--- src/rtl/reg_bank_rr_arbiter.sv ---
// Round-robin write arbiter in front of a shared register bank with combinational read.
// Optional REG_ARB_LOCK_EN lets an accepted requester holding req_lock keep top priority.

module reg_bank_rr_arbiter_regs #(
    parameter int               WIDTH = 8,
    parameter int               AW    = 2,
    parameter logic [WIDTH-1:0] INIT  = '0
) (
    input  logic             real_clk,
    input  logic             real_rst,
    input  logic             wr_en,
    input  logic [AW-1:0]    wr_addr,
    input  logic [WIDTH-1:0] wr_data,
    input  logic [AW-1:0]    rd_addr,
    output logic [WIDTH-1:0] rd_data
);
    localparam int DEPTH = 1 << AW;

    logic [WIDTH-1:0] mem [DEPTH];
    logic [DEPTH-1:0] ce;

    always_comb begin
        ce = '0;
        for (int a = 0; a < DEPTH; a++) begin
            ce[a] = wr_en && (wr_addr == AW'(a));
        end
    end

    always_ff @(posedge real_clk or posedge real_rst) begin
        if (real_rst) begin
            for (int a = 0; a < DEPTH; a++) begin
                mem[a] <= INIT;
            end
        end else begin
            for (int a = 0; a < DEPTH; a++) begin
                if (ce[a]) begin
                    mem[a] <= wr_data;
                end
            end
        end
    end

    // No write-to-read bypass: readers see the new value only after the edge.
    assign rd_data = mem[rd_addr];
endmodule

module reg_bank_rr_arbiter #(
    parameter int                NREQ  = 4,
    parameter int                WIDTH = 8,
    parameter int                AW    = 2,
    parameter logic [WIDTH-1:0]  INIT  = '0,
    localparam int               PW    = (NREQ > 1) ? $clog2(NREQ) : 1
) (
    input  logic                  real_clk,
    input  logic                  real_rst,
    input  logic [NREQ-1:0]       req_valid,
    output logic [NREQ-1:0]       req_ready,
    input  logic [NREQ*AW-1:0]    req_addr,
    input  logic [NREQ*WIDTH-1:0] req_data,
    input  logic [NREQ-1:0]       req_lock,
    input  logic [AW-1:0]         rd_addr,
    output logic [WIDTH-1:0]      rd_data,
    output logic [PW-1:0]         last_grant,
    output logic                  wr_strobe
);
    logic [PW-1:0]    ptr;
    logic [PW-1:0]    ptr_nxt;
    logic [PW-1:0]    gnt_idx;
    logic [PW:0]      cand;
    logic             accept;
    logic [NREQ-1:0]  grant;
    logic [AW-1:0]    wr_addr;
    logic [WIDTH-1:0] wr_data;

    function automatic logic [PW-1:0] inc_wrap(input logic [PW-1:0] v);
        return (v == PW'(NREQ - 1)) ? '0 : v + 1'b1;
    endfunction

    // Search ptr, ptr+1, ... modulo NREQ; the first valid requester wins.
    always_comb begin
        grant   = '0;
        gnt_idx = '0;
        accept  = 1'b0;
        cand    = '0;
        wr_addr = '0;
        wr_data = '0;
        for (int k = 0; k < NREQ; k++) begin
            cand = {1'b0, ptr} + (PW+1)'(k);
            if (cand >= (PW+1)'(NREQ)) begin
                cand = cand - (PW+1)'(NREQ);
            end
            if (!accept && req_valid[cand[PW-1:0]]) begin
                accept  = 1'b1;
                gnt_idx = cand[PW-1:0];
            end
        end
        if (real_rst) begin
            accept = 1'b0;
        end
        if (accept) begin
            grant[gnt_idx] = 1'b1;
            wr_addr        = req_addr[gnt_idx*AW +: AW];
            wr_data        = req_data[gnt_idx*WIDTH +: WIDTH];
        end
    end

    assign req_ready = grant;

`ifdef REG_ARB_LOCK_EN
    logic lock_act;
    logic lock_nxt;

    // While locked, ptr already points at the holder, so a cycle with no
    // accept means the holder went idle and priority moves past it.
    always_comb begin
        ptr_nxt  = ptr;
        lock_nxt = lock_act;
        if (accept) begin
            lock_nxt = req_lock[gnt_idx];
            ptr_nxt  = req_lock[gnt_idx] ? gnt_idx : inc_wrap(gnt_idx);
        end else if (lock_act) begin
            lock_nxt = 1'b0;
            ptr_nxt  = inc_wrap(ptr);
        end
    end

    always_ff @(posedge real_clk or posedge real_rst) begin
        if (real_rst) begin
            lock_act <= 1'b0;
        end else begin
            lock_act <= lock_nxt;
        end
    end
`else
    logic unused_lock;
    assign unused_lock = ^req_lock;

    always_comb begin
        ptr_nxt = ptr;
        if (accept) begin
            ptr_nxt = inc_wrap(gnt_idx);
        end
    end
`endif

    always_ff @(posedge real_clk or posedge real_rst) begin
        if (real_rst) begin
            ptr        <= '0;
            last_grant <= '0;
            wr_strobe  <= 1'b0;
        end else begin
            ptr       <= ptr_nxt;
            wr_strobe <= accept;
            if (accept) begin
                last_grant <= gnt_idx;
            end
        end
    end

    reg_bank_rr_arbiter_regs #(
        .WIDTH (WIDTH),
        .AW    (AW),
        .INIT  (INIT)
    ) u_regs (
        .real_clk (real_clk),
        .real_rst (real_rst),
        .wr_en    (accept),
        .wr_addr  (wr_addr),
        .wr_data  (wr_data),
        .rd_addr  (rd_addr),
        .rd_data  (rd_data)
    );
endmodule

--- config.mk ---
export PLATFORM = sky130hd
export DESIGN_NAME = reg_bank_rr_arbiter
export DESIGN_NICKNAME = d
export VERILOG_FILES = /design/src/rtl/reg_bank_rr_arbiter.sv
export SDC_FILE = /design/constraint.sdc
export NUM_CORES = 1
export LEC_CHECK = 0
export ABC_AREA = 1
export CAP_MARGIN = 20
export CORE_MARGIN = 1
export CORE_UTILIZATION = 50
export CTS_CLUSTER_DIAMETER = 60
export CTS_CLUSTER_SIZE = 25
export DETAILED_ROUTE_END_ITERATION = 16
export DONT_BUFFER_PORTS = 1
export HOLD_SLACK_MARGIN = 0.08
export PLACE_DENSITY_LB_ADDON = 0.3
export SYNTH_ARGS = -nofsm -noshare
export SYNTH_HDL_FRONTEND = slang
export SYNTH_SLANG_ARGS = --single-unit
--- constraint.sdc ---
create_clock -name real_clk -period 3.9 [get_ports real_clk]
set_input_delay 1.17 -clock real_clk [delete_from_list [all_inputs] [get_ports real_clk]]
set_output_delay 1.17 -clock real_clk [all_outputs]
set_load 0.01 [all_outputs]
==> results of run 1 <==
worst paths after layout:
kind / startpoint / endpoint
max reg2reg: ptr[0] / u_regs.mem[17]
min in group asynchronous: real_rst / u_regs.mem[30]
max: req_valid[3] / req_ready[3]
min reg2reg: u_regs.mem[23] / u_regs.mem[23]
max in group asynchronous: real_rst / u_regs.mem[9]
min: u_regs.mem[23] / u_regs.mem[23]
metrics by stage:
| step | hold WS, ns | area (sq um) |
|---|---|---|
| final | 0.4701 | 2711 |
| after global routing | 0.4903 | 2711 |
| after CTS | 0.4712 | 2711 |
| after detailed placement | 0.4538 | 2610 |
| after global placement | 0.4482 | 2610 |
| after floorplan | 0.4366 | 2535 |
logic make-up after synthesis:
group | Yosys count
and+or+nand+nor | 278
buffers and inverters | 39
DFF | 37
adders and majority gates | 4
AOI/OAI and AO/OA | 32
worst max-delay path: cells and delay by family:
kind                       cells  cell delay, ns
and+or+nand+nor                8            0.95
buffers and inverters          3            0.26
adders and majority gates      1            0.16
layout make-up:
type                            count  area [sq um]  share of cell area, %
Clock inverter                      1         5.005                 0.1846
Timing Repair Buffer                7         52.55                  1.938
Multi-Input combinational cell    314          1439                  53.07
Clock buffer                        7         96.34                  3.553
Tap cell                           67         83.83                  3.092
Inverter                           29         108.9                  4.015
Sequential cell                    37         925.9                  34.15
synthesized netlist by cell type:
cell and n:
nand2_1 186, nand3_1 42, dfrtp_1 37, nor2_1 25, inv_1 23, o21ai_0 19, nand2_2 11, o22ai_1 8
inv_2 6, buf_2 4, ha_1 4, nor2_4 4, buf_4 3, nand3_2 3, a21oi_1 2, clkbuf_1 2
nand2_4 2, nand3b_1 2, a21oi_2 1, a31oi_1 1, buf_6 1, nand3_4 1, nand4_1 1, nor2_2 1
o21ai_1 1
state kept, by name (all words and copies together), names as in the netlist:
name        count
wr_strobe       1
last_grant      2
u_regs.mem     32
ptr             2
per-layer routing:
layer,track usage [%],part of all wire (%),vias to the layer above
met2,37.86,45,96
met3,5.110,6.9,11
met1,34.39,46,1067
met4,8.061,2.0,0
met5,0,0,-
li1,-,-,1235
==> results by group, run 1 <==
Status
  • Outcome: finished, final reports clean

Floorplan
  • Die area: between 5000 and 6000 sq um
  • Initial Utilization: between 50% and 60%
  • Core Area: roughly 4800 sq um
  • I/O pins: 67
  • FP Rows: 25
  • Die width: ~73 um
  • Die Height: between 70 and 80 um

Finish
  • N_diodes: 0
  • Final #Nets: 450
  • Final Non-Filler Cells: 462
  • Share of cells above drive strength 1: between 10% and 20%
  • Number of fill cells: 480
  • Commonest cells after routing, fill and taps aside: 186 x nand2_1, 42 x nand3_1, 37 x dfrtp_1, 25 x nor2_1, 23 x inv_1
  • Synth-to-layout area growth: 6.960%
  • Final core occ: between 50% and 60%
  • Commonest non-fill, non-tap cell in the layout: nand2_1

Timing
  • FMAX: between 200 and 300 MHz
  • Minimum clock period: 3.718 ns
  • Clock Skew: 0.003028 ns
  • Final Worst Setup Slack: between 0.15 and 0.2 ns
  • Final setup violation count: 0
  • Hold Violations, Final: 0
  • Max-Slew Margin vs Limit: a little over two thirds
  • Final setup TNS: 0 ns
  • Slew Limit Fails: 0
  • RSZ-0062 raised after global routing: no
  • Tightest Pin Transition: around 0.46 ns
  • Final Cycle Share: 95.33%

Yosys
  • Compound-cell area share of the yosys netlist: approximately 6.9%
  • Post-Syn Area: around 2500 sq um
  • Synth warn: 0
  • Synth cell types: 25
  • Main combinational cell family by area after synthesis: simple AND/OR/NAND/NOR gates
  • Yosys top cell area share: between 30 and 40%
  • Register area share after synthesis: about 37%
  • Adder-cell share of the synthesized area: under 10%
  • Synth Area in XOR/XNOR: 0%
  • Gate Count Post-Synth: 390
  • Syn Nets: 446
  • Largest cells by area after synthesis: dfrtp_1 37%, nand2_1 28%, nand3_1 8.3%, o21ai_0 3.8%, nor2_1 3.7%
  • Yosys reg bits: 37
  • Proportion of synthesized area in mux cells: 0%
  • Synthesized area per cell: 6.500 sq um
  • Simple-gate share of the synthesized area: between 40% and 50%
  • Synth area leader: dfrtp_1

Worst setup path
  • Top cell by count, worst path: nand2_2
  • Startpoint Class: input pin
  • R2R setup slack: 1.30 ns
  • Worst-path cell chain: inv_1 > nand2_2 > nand3_1 > nand2_2 > nor2_4 > nand3_2 > nand3_1 > nand2_2 > inv_2 > ha_1 > inv_1 > nor2_1
  • Crit path kind: in -> out
  • CP peak stage delay: 0.20 ns
  • Critical path peak fanout: 8
  • Crit path DAT: roughly 2.6 ns
  • Reg2reg path depth: 16
  • Slowest CP cell: nor2_1
  • CP endpoint kind: primary output
  • Worst Path Required: between 2 and 3 ns

CTS
  • Num CTS Buffers: 5
  • Worst-skew pair later-pin latency: between 0.2 and 0.3 ns
  • CTS Root Cell: clkbuf_8
  • Hold-fix buffers, CTS: 0
  • CTS tree: yes
  • Number of clock sinks: 37
  • CTS clk-pin slew, worst paths: roughly 0.070 ns
  • CTS H-Tree Depth: 2
  • Clk buf depth: 2
  • Post-CTS Setup Bufs: 0
  • Post-cts resize count: 0

Global route
  • Tot GR Track Use: between 20% and 30%
  • Vias in the first global route: about 2,100
  • Grt ovf: 0
  • First-pass GRT wire length: between 10,000 and 15,000 um
  • Initial antenna violation count: 0
  • Largest net degree at the start of global routing: 38

Routing
  • Drt total wl: between 5000 and 6000 um
  • Drt drc: 0
  • DR iter-0 viols: ~240
  • Detailed-route via count: approximately 2,400
  • Drt wl/cell: around 13 um
  • Drt pass-1 iters: 5
  • Vias per inst: ~5.2
  • Antenna-violating nets left: 0

Worst hold path
  • Hold Path Stages: 2
  • Hold WC Path Type: reg -> reg

Placed design
  • Gp weighted congestion: between 0.8 and 0.9
  • Dpl cells: between 400 and 500
  • I/O Buffers: 0
  • Place WS: 0.1882 ns
  • Final HPWL DP: 4336 um

Flow run
  • Max_cap viols: 0
Power of run 1 is left out: the tool's default activity adds up to more than one toggle a clock period on the data nets, which glitch-free logic cannot reach.
==> inputs of run 2 (changes only) <==
Settings changed: CORE_UTILIZATION 50 to 64.
==> results by group, run 2 (same netlist as run 1, synthesis figures left out) <==
Finish
  • Design area: 2661 sq um (-1.8%)
  • Synth-to-layout area growth: 4.985%
  • Biggest register: u_regs.mem
  • Largest registers: u_regs.mem (32), last_grant (2), ptr (2)
  • Multi-input logic area: 1439 sq um (unchanged)
  • Max reg flops: 32 (unchanged)
  • Commonest non-fill, non-tap cell in the layout: nand2_1
  • Final core occ: 71.62% (+15 points)
  • Share of cells above drive strength 1: 10.66% (-0.48 points)
  • Seq. cell area: 925.9 sq um (unchanged)
  • Commonest cells after routing, fill and taps aside: 186 x nand2_1, 42 x nand3_1, 37 x dfrtp_1, 25 x nor2_1, 23 x inv_1
  • N_diodes: 0 (unchanged)
  • Number of fill cells: 310 (-35%)
  • Final #Nets: 449 (-0.22%)

Timing
  • Final Cycle Share: 94.77% (-0.56 points)
  • Final setup violation count: 0 (unchanged)
  • RSZ-0062 raised after global routing: no
  • FMAX: 270.6 MHz (+0.59%)
  • Final setup TNS: 0 ns (unchanged)
  • Clock Skew: 0.002798 ns (-0.0002303 ns)
  • Max-Slew Margin vs Limit: 68.12% (-1.2 points)
  • Hold Violations, Final: 0 (unchanged)
  • Final Hold Slack: 0.4726 ns (+0.002527 ns)
  • Slew Limit Fails: 0 (unchanged)
  • Tightest Pin Transition: 0.4771 ns (+0.01735 ns)
  • Minimum clock period: 3.696 ns (-0.02182 ns)

Worst setup path
  • R2R setup slack: 1.11 ns (-0.19 ns)
  • Crit path kind: in -> out
  • Worst Path Required: 2.73 ns (about the same)
  • Reg-to-Reg End: u_regs.mem[0]
  • Reg-to-Reg Start: ptr[0]
  • Critical path peak fanout: 13 (+5)
  • CP endpoint kind: primary output
  • Reg2reg path depth: 17 (+1)
  • Crit path DAT: 2.53 ns (-0.02 ns)
  • Startpoint Class: input pin

Routing
  • DR iter-0 viols: 297 (+26%)
  • Detailed-route via count: 2,414 (+0.21%)
  • Metal3 WL: 364 um (-10%)
  • Drt wl/cell: 12.47 um (-1.7%)
  • Top layer in use: met4
  • Vias per inst: 5.462 (+4.7%)
  • Antenna-violating nets left: 0 (unchanged)
  • Met2 Wirelength: 2422 um (-8.1%)
  • Drt total wl: 5511 um (-6.0%)
  • Drt pass-1 iters: 6 (+1)
  • WL met1: 2661 um (-1.6%)
  • Drt drc: 0 (unchanged)

CTS
  • CTS H-Tree Depth: 2 (unchanged)
  • Number of clock sinks: 37 (unchanged)
  • CTS Root Cell: clkbuf_8
  • Clk buf depth: 2 (unchanged)
  • Num CTS Buffers: 5 (unchanged)
  • CTS clk-pin slew, worst paths: 0.07 ns (about the same)
  • Hold-fix buffers, CTS: 0 (unchanged)
  • CTS tree: yes
  • Post-CTS Setup Bufs: 0 (unchanged)
  • Post-cts resize count: 0 (unchanged)
  • Worst-skew pair later-pin latency: 0.29 ns (about the same)

Placed design
  • Gp weighted congestion: 0.9109 (+1.2%)
  • I/O Buffers: 0 (unchanged)
  • Area after DPL: 2579 sq um (-1.2%)
  • Final HPWL DP: 4169 um (-3.8%)

Floorplan
  • Die Height: 64.94 um (-11%)
  • Core Area: 3716 sq um (-22%)
  • I/O pins: 67 (unchanged)
  • Die width: 64.94 um (-11%)
  • FP Rows: 22 (-12%)
  • Die area: 4217 sq um (-21%)
  • Initial Utilization: 68.22% (+15 points)

Status
  • Outcome: finished, final reports clean

Worst hold path
  • Hold EP: u_regs.mem[18]
  • Hold Path Stages: 2 (unchanged)
  • HP Start: u_regs.mem[18]
  • Hold WC Path Type: reg -> reg

Global route
  • Grt ovf: 0 (unchanged)
  • Vias in the first global route: 2,056 (-4.1%)
  • First-pass GRT wire length: 9294 um (-7.4%)
  • Tot GR Track Use: 28.32% (+3.8 points)
  • Initial antenna violation count: 0 (unchanged)
  • Largest net degree at the start of global routing: 38 (unchanged)

Flow run
  • Max_cap viols: 0 (unchanged)
[run 2: critical path, cell delays in order]
cell and delay [ns]:
inv_1 0.06, nand2_2 0.06, nand3_1 0.13, nand2_2 0.10
nor2_4 0.16, nand3_2 0.11, nand2_4 0.13, nand2_4 0.12
inv_2 0.10, ha_1 0.15, inv_1 0.04, nor2_1 0.20
[run 2: final cells by class]
cell class | count | area share [%]
inverters | 29 | 4.090
flip-flops and latches | 37 | 34.79
clock buffers | 6 | 2.727
clock inverters | 2 | 0.3761
multi-input cells | 314 | 54.07
well taps | 48 | 2.257
repair buffers | 6 | 1.693
[run 2: how the worst max path moves through the flow]
stage                            start           end  slack (ns)
after global routing      req_valid[3]  req_ready[3]        0.07
after global placement    req_valid[3]  req_ready[3]        0.27
after detailed placement  req_valid[3]  req_ready[3]        0.23
final                     req_valid[3]  req_ready[3]        0.20
after CTS                 req_valid[3]  req_ready[3]        0.23
after floorplan           req_valid[3]  req_ready[2]        0.22
[run 2: layer usage]
| layer | GRT usage (%) | vias to the layer above |
|---|---|---|
| met1 | 39.66 | 1067 |
| met4 | 7.222 | 0 |
| met3 | 5.458 | 7 |
| met5 | 0 | - |
| li1 | - | 1237 |
| met2 | 44.79 | 103 |
[run 2: stage by stage]
| stage | setup slack (ns) | instances |
|---|---|---|
| 2_1_floorplan | 0.2202 | 390 |
| 3_3_place_gp | 0.2688 | 434 |
| 3_5_place_dp | 0.2259 | 434 |
| 4_1_cts | 0.2285 | 442 |
| 5_1_grt | 0.06771 | 442 |
| 6_report | 0.2041 | 442 |
Power of run 2 is left out for the same reason.
